### src/rtl/seg7_pkg.sv
// seg7_pkg: segment patterns, segment type and limits shared by the seven-segment scan driver
package seg7_pkg;
  localparam int MAX_DIGITS = 8;
  typedef logic [6:0] seg_t;
  localparam seg_t SEG_0     = 7'b1000000;
  localparam seg_t SEG_1     = 7'b1111001;
  localparam seg_t SEG_2     = 7'b0100100;
  localparam seg_t SEG_3     = 7'b0110000;
  localparam seg_t SEG_4     = 7'b0011001;
  localparam seg_t SEG_5     = 7'b0010010;
  localparam seg_t SEG_6     = 7'b0000010;
  localparam seg_t SEG_7     = 7'b1111000;
  localparam seg_t SEG_8     = 7'b0000000;
  localparam seg_t SEG_9     = 7'b0010000;
  localparam seg_t SEG_BLANK = 7'b1111111;
  // Patterns are stored active-low; flip them for active-high boards.
  function automatic seg_t seg_pol(input seg_t s, input logic active_low);
    return active_low ? s : ~s;
  endfunction
endpackage

### src/rtl/seg7_decode.sv
// seg7_decode: BCD code to active-low segment pattern, codes 10-15 blank
module seg7_decode
  import seg7_pkg::*;
(
  input  logic [3:0] i_code,
  output seg_t       o_seg
);
  // Table lookup; anything outside 0-9 lights nothing.
  always_comb begin
    o_seg = SEG_BLANK;
    case (i_code)
      4'd0: o_seg = SEG_0;
      4'd1: o_seg = SEG_1;
      4'd2: o_seg = SEG_2;
      4'd3: o_seg = SEG_3;
      4'd4: o_seg = SEG_4;
      4'd5: o_seg = SEG_5;
      4'd6: o_seg = SEG_6;
      4'd7: o_seg = SEG_7;
      4'd8: o_seg = SEG_8;
      4'd9: o_seg = SEG_9;
      default: o_seg = SEG_BLANK;
    endcase
  end
endmodule

### src/rtl/seg7_scan_driver.sv
// seg7_scan_driver: double-buffered N-digit multiplexed seven-segment driver; SEG7_LZ_BLANK_EN adds leading-zero blanking
module seg7_scan_driver
  import seg7_pkg::*;
#(
  parameter int NUM_DIGITS = 4,
  parameter int CLK_DIV    = 50000,
  parameter int ACTIVE_LOW = 1
) (
  input  logic                    clk,
  input  logic                    rst,
  input  logic                    load,
  input  logic [4*NUM_DIGITS-1:0] digits_in,
  input  logic [NUM_DIGITS-1:0]   dp_in,
  output logic                    pending,
  output logic [NUM_DIGITS-1:0]   an,
  output seg_t                    seg,
  output logic                    dp
);
  localparam int IW = NUM_DIGITS > 1 ? $clog2(NUM_DIGITS) : 1;
  localparam int CW = $clog2(CLK_DIV);
  localparam logic [IW-1:0] LAST_IDX = IW'(NUM_DIGITS - 1);
  localparam logic [CW-1:0] LAST_CNT = CW'(CLK_DIV - 1);
  localparam logic AL = ACTIVE_LOW != 0;
  logic [CW-1:0]           r_cnt;
  logic [IW-1:0]           r_idx;
  logic [4*NUM_DIGITS-1:0] r_sh_dig, r_disp_dig;
  logic [NUM_DIGITS-1:0]   r_sh_dp, r_disp_dp;
  logic                    r_pending;
  logic [NUM_DIGITS-1:0]   r_an;
  seg_t                    r_seg;
  logic                    r_dp;
  logic                    w_tick, w_frame, w_dp_sel, w_blank;
  logic [3:0]              w_code;
  logic [NUM_DIGITS-1:0]   w_an, w_lz;
  seg_t                    w_dec;
  assign w_tick  = r_cnt == LAST_CNT;
  assign w_frame = w_tick && r_idx == LAST_IDX;
  assign pending = r_pending;
  assign an      = r_an;
  assign seg     = r_seg;
  assign dp      = r_dp;
`ifdef SEG7_LZ_BLANK_EN
  logic w_hi_zero;
  // Digit i>0 is a leading zero when it and every digit above it is zero; digit 0 always shows.
  always_comb begin
    w_lz = '0;
    w_hi_zero = 1'b1;
    for (int i = NUM_DIGITS - 1; i > 0; i--) begin
      w_hi_zero = w_hi_zero && r_disp_dig[4*i +: 4] == 4'd0;
      w_lz[i] = w_hi_zero;
    end
  end
`else
  assign w_lz = '0;
`endif
  // Select the scanned digit's code, dp bit and blank flag, and build the one-cold anode enable.
  always_comb begin
    w_code = '0;
    w_dp_sel = 1'b0;
    w_blank = 1'b0;
    w_an = '1;
    for (int i = 0; i < NUM_DIGITS; i++) begin
      if (r_idx == IW'(i)) begin
        w_code = r_disp_dig[4*i +: 4];
        w_dp_sel = r_disp_dp[i];
        w_blank = w_lz[i];
        w_an[i] = 1'b0;
      end
    end
  end
  seg7_decode u_dec (.i_code(w_code), .o_seg(w_dec));
  // Prescaler, digit index and the shadow/display double buffer; a load on a commit edge stays pending.
  always_ff @(posedge clk or posedge rst) begin
    if (rst) begin
      r_cnt <= '0;
      r_idx <= '0;
      r_sh_dig <= '0;
      r_sh_dp <= '0;
      r_disp_dig <= '0;
      r_disp_dp <= '0;
      r_pending <= 1'b0;
    end else begin
      r_cnt <= w_tick ? '0 : r_cnt + 1'b1;
      if (w_tick) r_idx <= r_idx == LAST_IDX ? '0 : r_idx + 1'b1;
      if (w_frame && r_pending) begin
        r_disp_dig <= r_sh_dig;
        r_disp_dp <= r_sh_dp;
      end
      if (load) begin
        r_sh_dig <= digits_in;
        r_sh_dp <= dp_in;
      end
      r_pending <= load || (r_pending && !w_frame);
    end
  end
  // Registered pin drivers; reset forces every digit and segment dark.
  always_ff @(posedge clk or posedge rst) begin
    if (rst) begin
      r_an <= '1;
      r_seg <= seg_pol(SEG_BLANK, AL);
      r_dp <= AL;
    end else begin
      r_an <= w_an;
      r_seg <= seg_pol(w_blank ? SEG_BLANK : w_dec, AL);
      r_dp <= w_dp_sel ^ AL;
    end
  end
endmodule
### config.mk
export PLATFORM = sky130hd
export DESIGN_NAME = seg7_scan_driver
export DESIGN_NICKNAME = d
export VERILOG_FILES = /design/src/rtl/seg7_pkg.sv /design/src/rtl/seg7_decode.sv /design/src/rtl/seg7_scan_driver.sv
export SDC_FILE = /design/constraint.sdc
export NUM_CORES = 1
export LEC_CHECK = 0
export BUFFER_PORTS_ARGS = -buffer_cell sky130_fd_sc_hd__buf_4
export CAP_MARGIN = 40
export CORE_MARGIN = 2
export CORE_UTILIZATION = 50
export DETAILED_ROUTE_END_ITERATION = 7
export PLACE_DENSITY = 0.7
export SLEW_MARGIN = 5
export SYNTH_ARGS = -nofsm -noshare
export SYNTH_HDL_FRONTEND = slang
export SYNTH_SLANG_ARGS = --single-unit
### constraint.sdc
create_clock -name clk -period 3.1 [get_ports clk]
set_clock_uncertainty 0.2 [all_clocks]
set_input_delay 0.155 -clock clk [delete_from_list [all_inputs] [get_ports clk]]
set_output_delay 0.155 -clock clk [all_outputs]
set_load 0.05 [all_outputs]
# After elaboration in Yosys (flattened, before gate mapping)
# Memory sizes are Yosys's and may differ from the RTL's. A register that Yosys moved wholly into a read port is not among the register bits.
# Cells that the tools add are included.
totals:
  rom_bits: 112
  mem_count: 1
  out_inout_bits: 13
  regBits: 64
  wordCells: 37
  input_bits: 23
op_classes:
  n_addsub: 2
  n_reduce_logical: 6
  bitwise: 1
  eq_ne: 4
  n_mux: 14
memory_table:
  columns: ["memory", "words", "word_bits", "read_ports", "rd_clocked_by_memory_dff", "write_ports", "line_no", "text"]
  rows:
  - ["(name not given)", 16, 7, 1, 1, 0, "seg7_decode.sv:11", "case (i_code)"]
op_table:
  columns: ["cell", "n"]
  rows:
  - ["16-bit by 1-bit adder with 16-bit output, second input constant", 1]
  - ["16-bit equality test, second input constant", 1]
  - ["16-bit 2-to-1 mux", 1]
  - ["4-bit 2-to-1 mux", 4]
  - ["1-bit 2-to-1 mux", 8]
  - ["2-bit equality test, second input constant", 2]
  - ["1-bit logical AND", 3]
  - ["2-bit by 1-bit adder with 2-bit output, second input constant", 1]
  - ["2-bit by 1-bit equality test with 1-bit output, second input constant", 1]
  - ["2-bit zero test", 1]
  - ["2-bit 2-to-1 mux", 1]
  - ["1-bit zero test", 1]
  - ["1-bit logical OR", 1]
  - ["1-bit NOT", 1]

# Logic depth before layout (Yosys ltp)
logic_depth:
  word_depth: 6
  depth_mapped: 9

# Modules after synthesis
# Synthesis repeated with hierarchy kept, for this count alone.
hier_totals:
  cells_unflattened: 250
  area_unflattened_um2: 3195.6
modules_own_cells:
  columns: ["module", "cells_each", "area_per_inst_um2", "instances"]
  rows:
  - ["seg7_scan_driver", 219, 2995.4, 1]
  - ["seg7_decode", 31, 200.2, 1]

# Worst setup path before layout
# No wires, ideal clock.
synth_path:
  path_type: "flip-flop to flip-flop"
  from: "register r_cnt[4]"
  to: "register r_disp_dig[0]"
  path_slack_ps: 827
  t_arrival_ps: 1947
  setup_time_ps: 125
  path_buffers: 1
  stages_incl_launch_ff: 6
  path_cell_list: "dfrtp_1 > or4b_4 > nor4_4 > and3_4 > buf_12 > mux2_4"
synth_via:
  elab_chain_len: 3
synth_lines:
  columns: ["element", "line_no", "text"]
  rows:
  - ["start: declaration", "seg7_scan_driver.sv:24", "logic [CW-1:0] r_cnt;"]
  - ["start signal: assignment", "seg7_scan_driver.sv:83", "r_cnt <= w_tick ? '0 : r_cnt + 1'b1;"]
  - ["16-bit equality test", "seg7_scan_driver.sv:36", "assign w_tick = r_cnt == LAST_CNT;"]
  - ["1-bit logical AND", "seg7_scan_driver.sv:37", "assign w_frame = w_tick && r_idx == LAST_IDX;"]
  - ["1-bit logical AND", "seg7_scan_driver.sv:85", "if (w_frame && r_pending) begin"]
  - ["end signal: assignment", "seg7_scan_driver.sv:86", "r_disp_dig <= r_sh_dig;"]
  - ["end: declaration", "seg7_scan_driver.sv:26", "logic [4*NUM_DIGITS-1:0] r_sh_dig, r_disp_dig;"]
# Every way passes these cells.
# A chain may end at the register's enable or synchronous reset.

# Final worst setup path
layout_path:
  from: "register r_cnt[4]"
  to: "register r_disp_dig[7]"
# The elaborated chain is that of the path after synthesis.

==> out/qor.txt <==
Residual DRC -> 0
drt first-iter violations -> 92
Worst-Margin Slew -> 690 ps
routed wire length per instance -> 14.8 um
Worst Path Arrival -> 2380 ps
Ys Warns -> 0
Antenna diodes -> 0
CP required -> 3120 ps
status -> complete, no violations
Gate Count Post-Synth -> 234
final-report setup violation count -> 0
htree depth -> 3
Design Area, Final -> 0.00387 mm2
critical path's slowest cell -> or4b_4
Num CTS Buffers -> 9
Reg2Reg Depth -> 4
largest net degree at the start of global routing -> 40
Max transition margin -> 54.0%
Starting Density -> 52.3%
RSZ-0062 raised after global routing -> false
Routability Congestion -> 0.877
GRT overflow -> 0
final worst setup slack -> 734 ps
max cap viols -> 0
Reg clk slew, reported paths -> 70 ps
layout cell share with drive strength beyond 1 -> 35.4%
GRT Overall Usage -> 17.4%
Synth Cell Area -> 0.00315 mm2
Adder-Cell Fraction of Synth Area -> 2.38%
Post-Synth XOR/XNOR Area -> 3.89%
top-level I/O count -> 36
Die Area -> 0.00696 mm2
setup TNS -> 0 ps
final hold violations -> 0
Critical Path Fanout Max -> 20
ys async rst share -> 100%
vias per cell -> 5.21
ys flop type -> dfrtp_1
Root Buffer -> clkbuf_8
Yosys cell types -> 43
Area Growth Syn to Fin -> 22.7%
crit-path max cell delay -> 560 ps
sequential area share after synthesis -> 56.8%
Rows -> 28
Avg Cell Area, Syn -> 13.5 um2
clock period minus worst slack -> 2370 ps
vias -> 1965
Placed Instance Area -> 0.00349 mm2
Leak -> 1.76 nW
vias in the first global route -> 1978
clk sink count -> 71
Place WS -> 737 ps
register bit total from synthesis -> 71
HP Class -> in -> reg
Max Transition Viols Final -> 0
Antenna Violating Nets Remaining -> 0
insertion delay to the later sink of the worst-skew pair -> 330 ps
initial antenna violation count -> 0
Die Wd -> 83.4 um
drt first pass iters -> 4
syn_nets -> 263
mux cell area share after synthesis -> 17.0%
largest family of logic cells by synthesized area -> multiplexers
Compound-Gate Fraction of Synth Area -> 5.08%
Buffers on Ports -> 35
top cells by area, synth -> dfrtp_1 47%, dfstp_2 10%, mux2_4 9.5%
Power Dens Cells -> 442 mW/mm2
kind of critical path -> reg -> reg
clock tree from TritonCTS -> yes
Worst setup SP type -> flop
post_cts resized -> 0
Max clock buf depth -> 2
Core ar. -> 0.00603 mm2
most frequent cells after synthesis -> 59 x dfrtp_1, 20 x mux2_2, 20 x mux2_4
crit-path cells -> or4b_4 -> nor4_4 -> and3_4 -> mux2_4
Die H -> 83.4 um
Crit. End Element -> flop
EDFF count, synth -> 0
DP Wirelength -> 3.69 mm
cell with the most instances after synthesis -> dfrtp_1
Final Routed Wirelength -> 5.57 mm
first-pass GRT wire length -> 9.58 mm
Peak VDD IR -> 293 uV
final period utilization -> 76.3%
Post-Synth Simple-Gate Area -> 11.4%
Max Clk Rate -> 423 MHz
Nets -> 326
Yosys top cell by area -> dfrtp_1
top cell type's share of synthesized area -> 46.8%
Hold Path Cell Cnt -> 2
==> where the power goes <==
part,switching [W],internal (W)
Combinational,0.0000356,0.0000609
Clock,0.000309,0.000337
Sequential,0.0000153,0.000953
Total,0.000360,0.00135
==> kinds of logic (layout without fill, tap and decap cells) <==
group | count (synthesis) | after routing
AO/OA/AOI/OAI | 22 | 22
XOR/XNOR | 14 | 14
adder cells (fa/ha/maj) | 6 | 6
buffers and inverters | 20 | 88
flip-flops | 71 | 71
multiplexers | 41 | 41
AND/OR/NAND/NOR | 60 | 60
==> state kept, by name, summed over array words and instances, names as in the netlist <==
| signal | count |
|---|---|
| r_disp_dig | 16 |
| an | 4 |
| r_idx | 2 |
| r_sh_dp | 4 |
| r_disp_dp | 4 |
| pending | 1 |
| r_sh_dig | 16 |
| dp | 1 |
| seg | 7 |
| r_cnt | 16 |
==> final cells by class <==
type / count / area (um2)
Sequential cell: 71 / 1790
Timing Repair Buffer: 60 / 515
Tap cell: 75 / 93.8
Clock buffer: 16 / 170
Multi-Input combinational cell: 143 / 1250
Fill cell: 470 / 2160
Inverter: 12 / 45.0
==> cell usage in the layout, fill, tap and decap left out, drive strengths merged, types with 2 or more instances in the layout <==
cell type / n
a211oi: 6
a21oi: 2
and3: 2
buf: 39
clkbuf: 16
dfrtp: 59
dfstp: 12
dlygate4sd3: 21
ha: 6
inv: 12
mux2: 40
nand2: 9
nand3: 7
nand3b: 4
nand4: 4
nor2: 13
nor2b: 3
nor3: 3
nor3b: 4
nor4: 4
o211ai: 2
o21ai: 4
xnor2: 7
xor2: 7
==> critical path: cells and delay by family, from the launching register on <==
family | cells | cell delay (ps)
mux | 1 | 340
flops | 1 | 420
simple gates | 3 | 1280
==> routing by layer <==
| layer | wire length (um) | vias up | GRT usage (%) |
|---|---|---|---|
| met1 | 2650 | 965 | 24.0 |
| met5 | 0 | - | 0 |
| li1 | - | 956 | - |
| met4 | 98 | 0 | 8.36 |
| met3 | 171 | 9 | 3.88 |
| met2 | 2650 | 35 | 26.3 |
==> final timing paths <==
path                                           from  slack, ps                        end
min in group asynchronous                       rst        290   r_sh_dig[11]$_DFFE_PP0P_
setup / recovery                 r_cnt[4]$_DFF_PP0_        730  r_disp_dig[7]$_DFFE_PP0P_
hold reg to reg            r_disp_dp[3]$_DFFE_PP0P_        260               dp$_DFF_PP1_
hold / removal                                 load         70          pending$_DFF_PP0_
setup reg to reg                 r_cnt[4]$_DFF_PP0_        730  r_disp_dig[7]$_DFFE_PP0P_
max in group asynchronous                       rst       1700            an[3]$_DFF_PP1_
==> per-stage QoR <==
| step | power [W] | hold slack [ps] | cells | util (%) |
|---|---|---|---|---|
| after global routing | 0.00179 | 79.4 | 377 | 64.2 |
| after CTS | 0.00174 | 46.9 | 377 | 64.2 |
| after global placement | 0.00106 | 115 | 340 | 57.9 |
| final | 0.00171 | 66.0 | 377 | 64.2 |
| after detailed placement | 0.00106 | 118 | 340 | 57.9 |
| after floorplan | 0.00102 | 107 | 234 | - |
==> repair_timing <==
item	in CTS	in global routing
setup buffers	0	0
endpoints found under the setup margin	0	0
hold endpoints to repair	44	0
hold buffers	21	0
No activity file was read; power rests on OpenSTA's default activity.
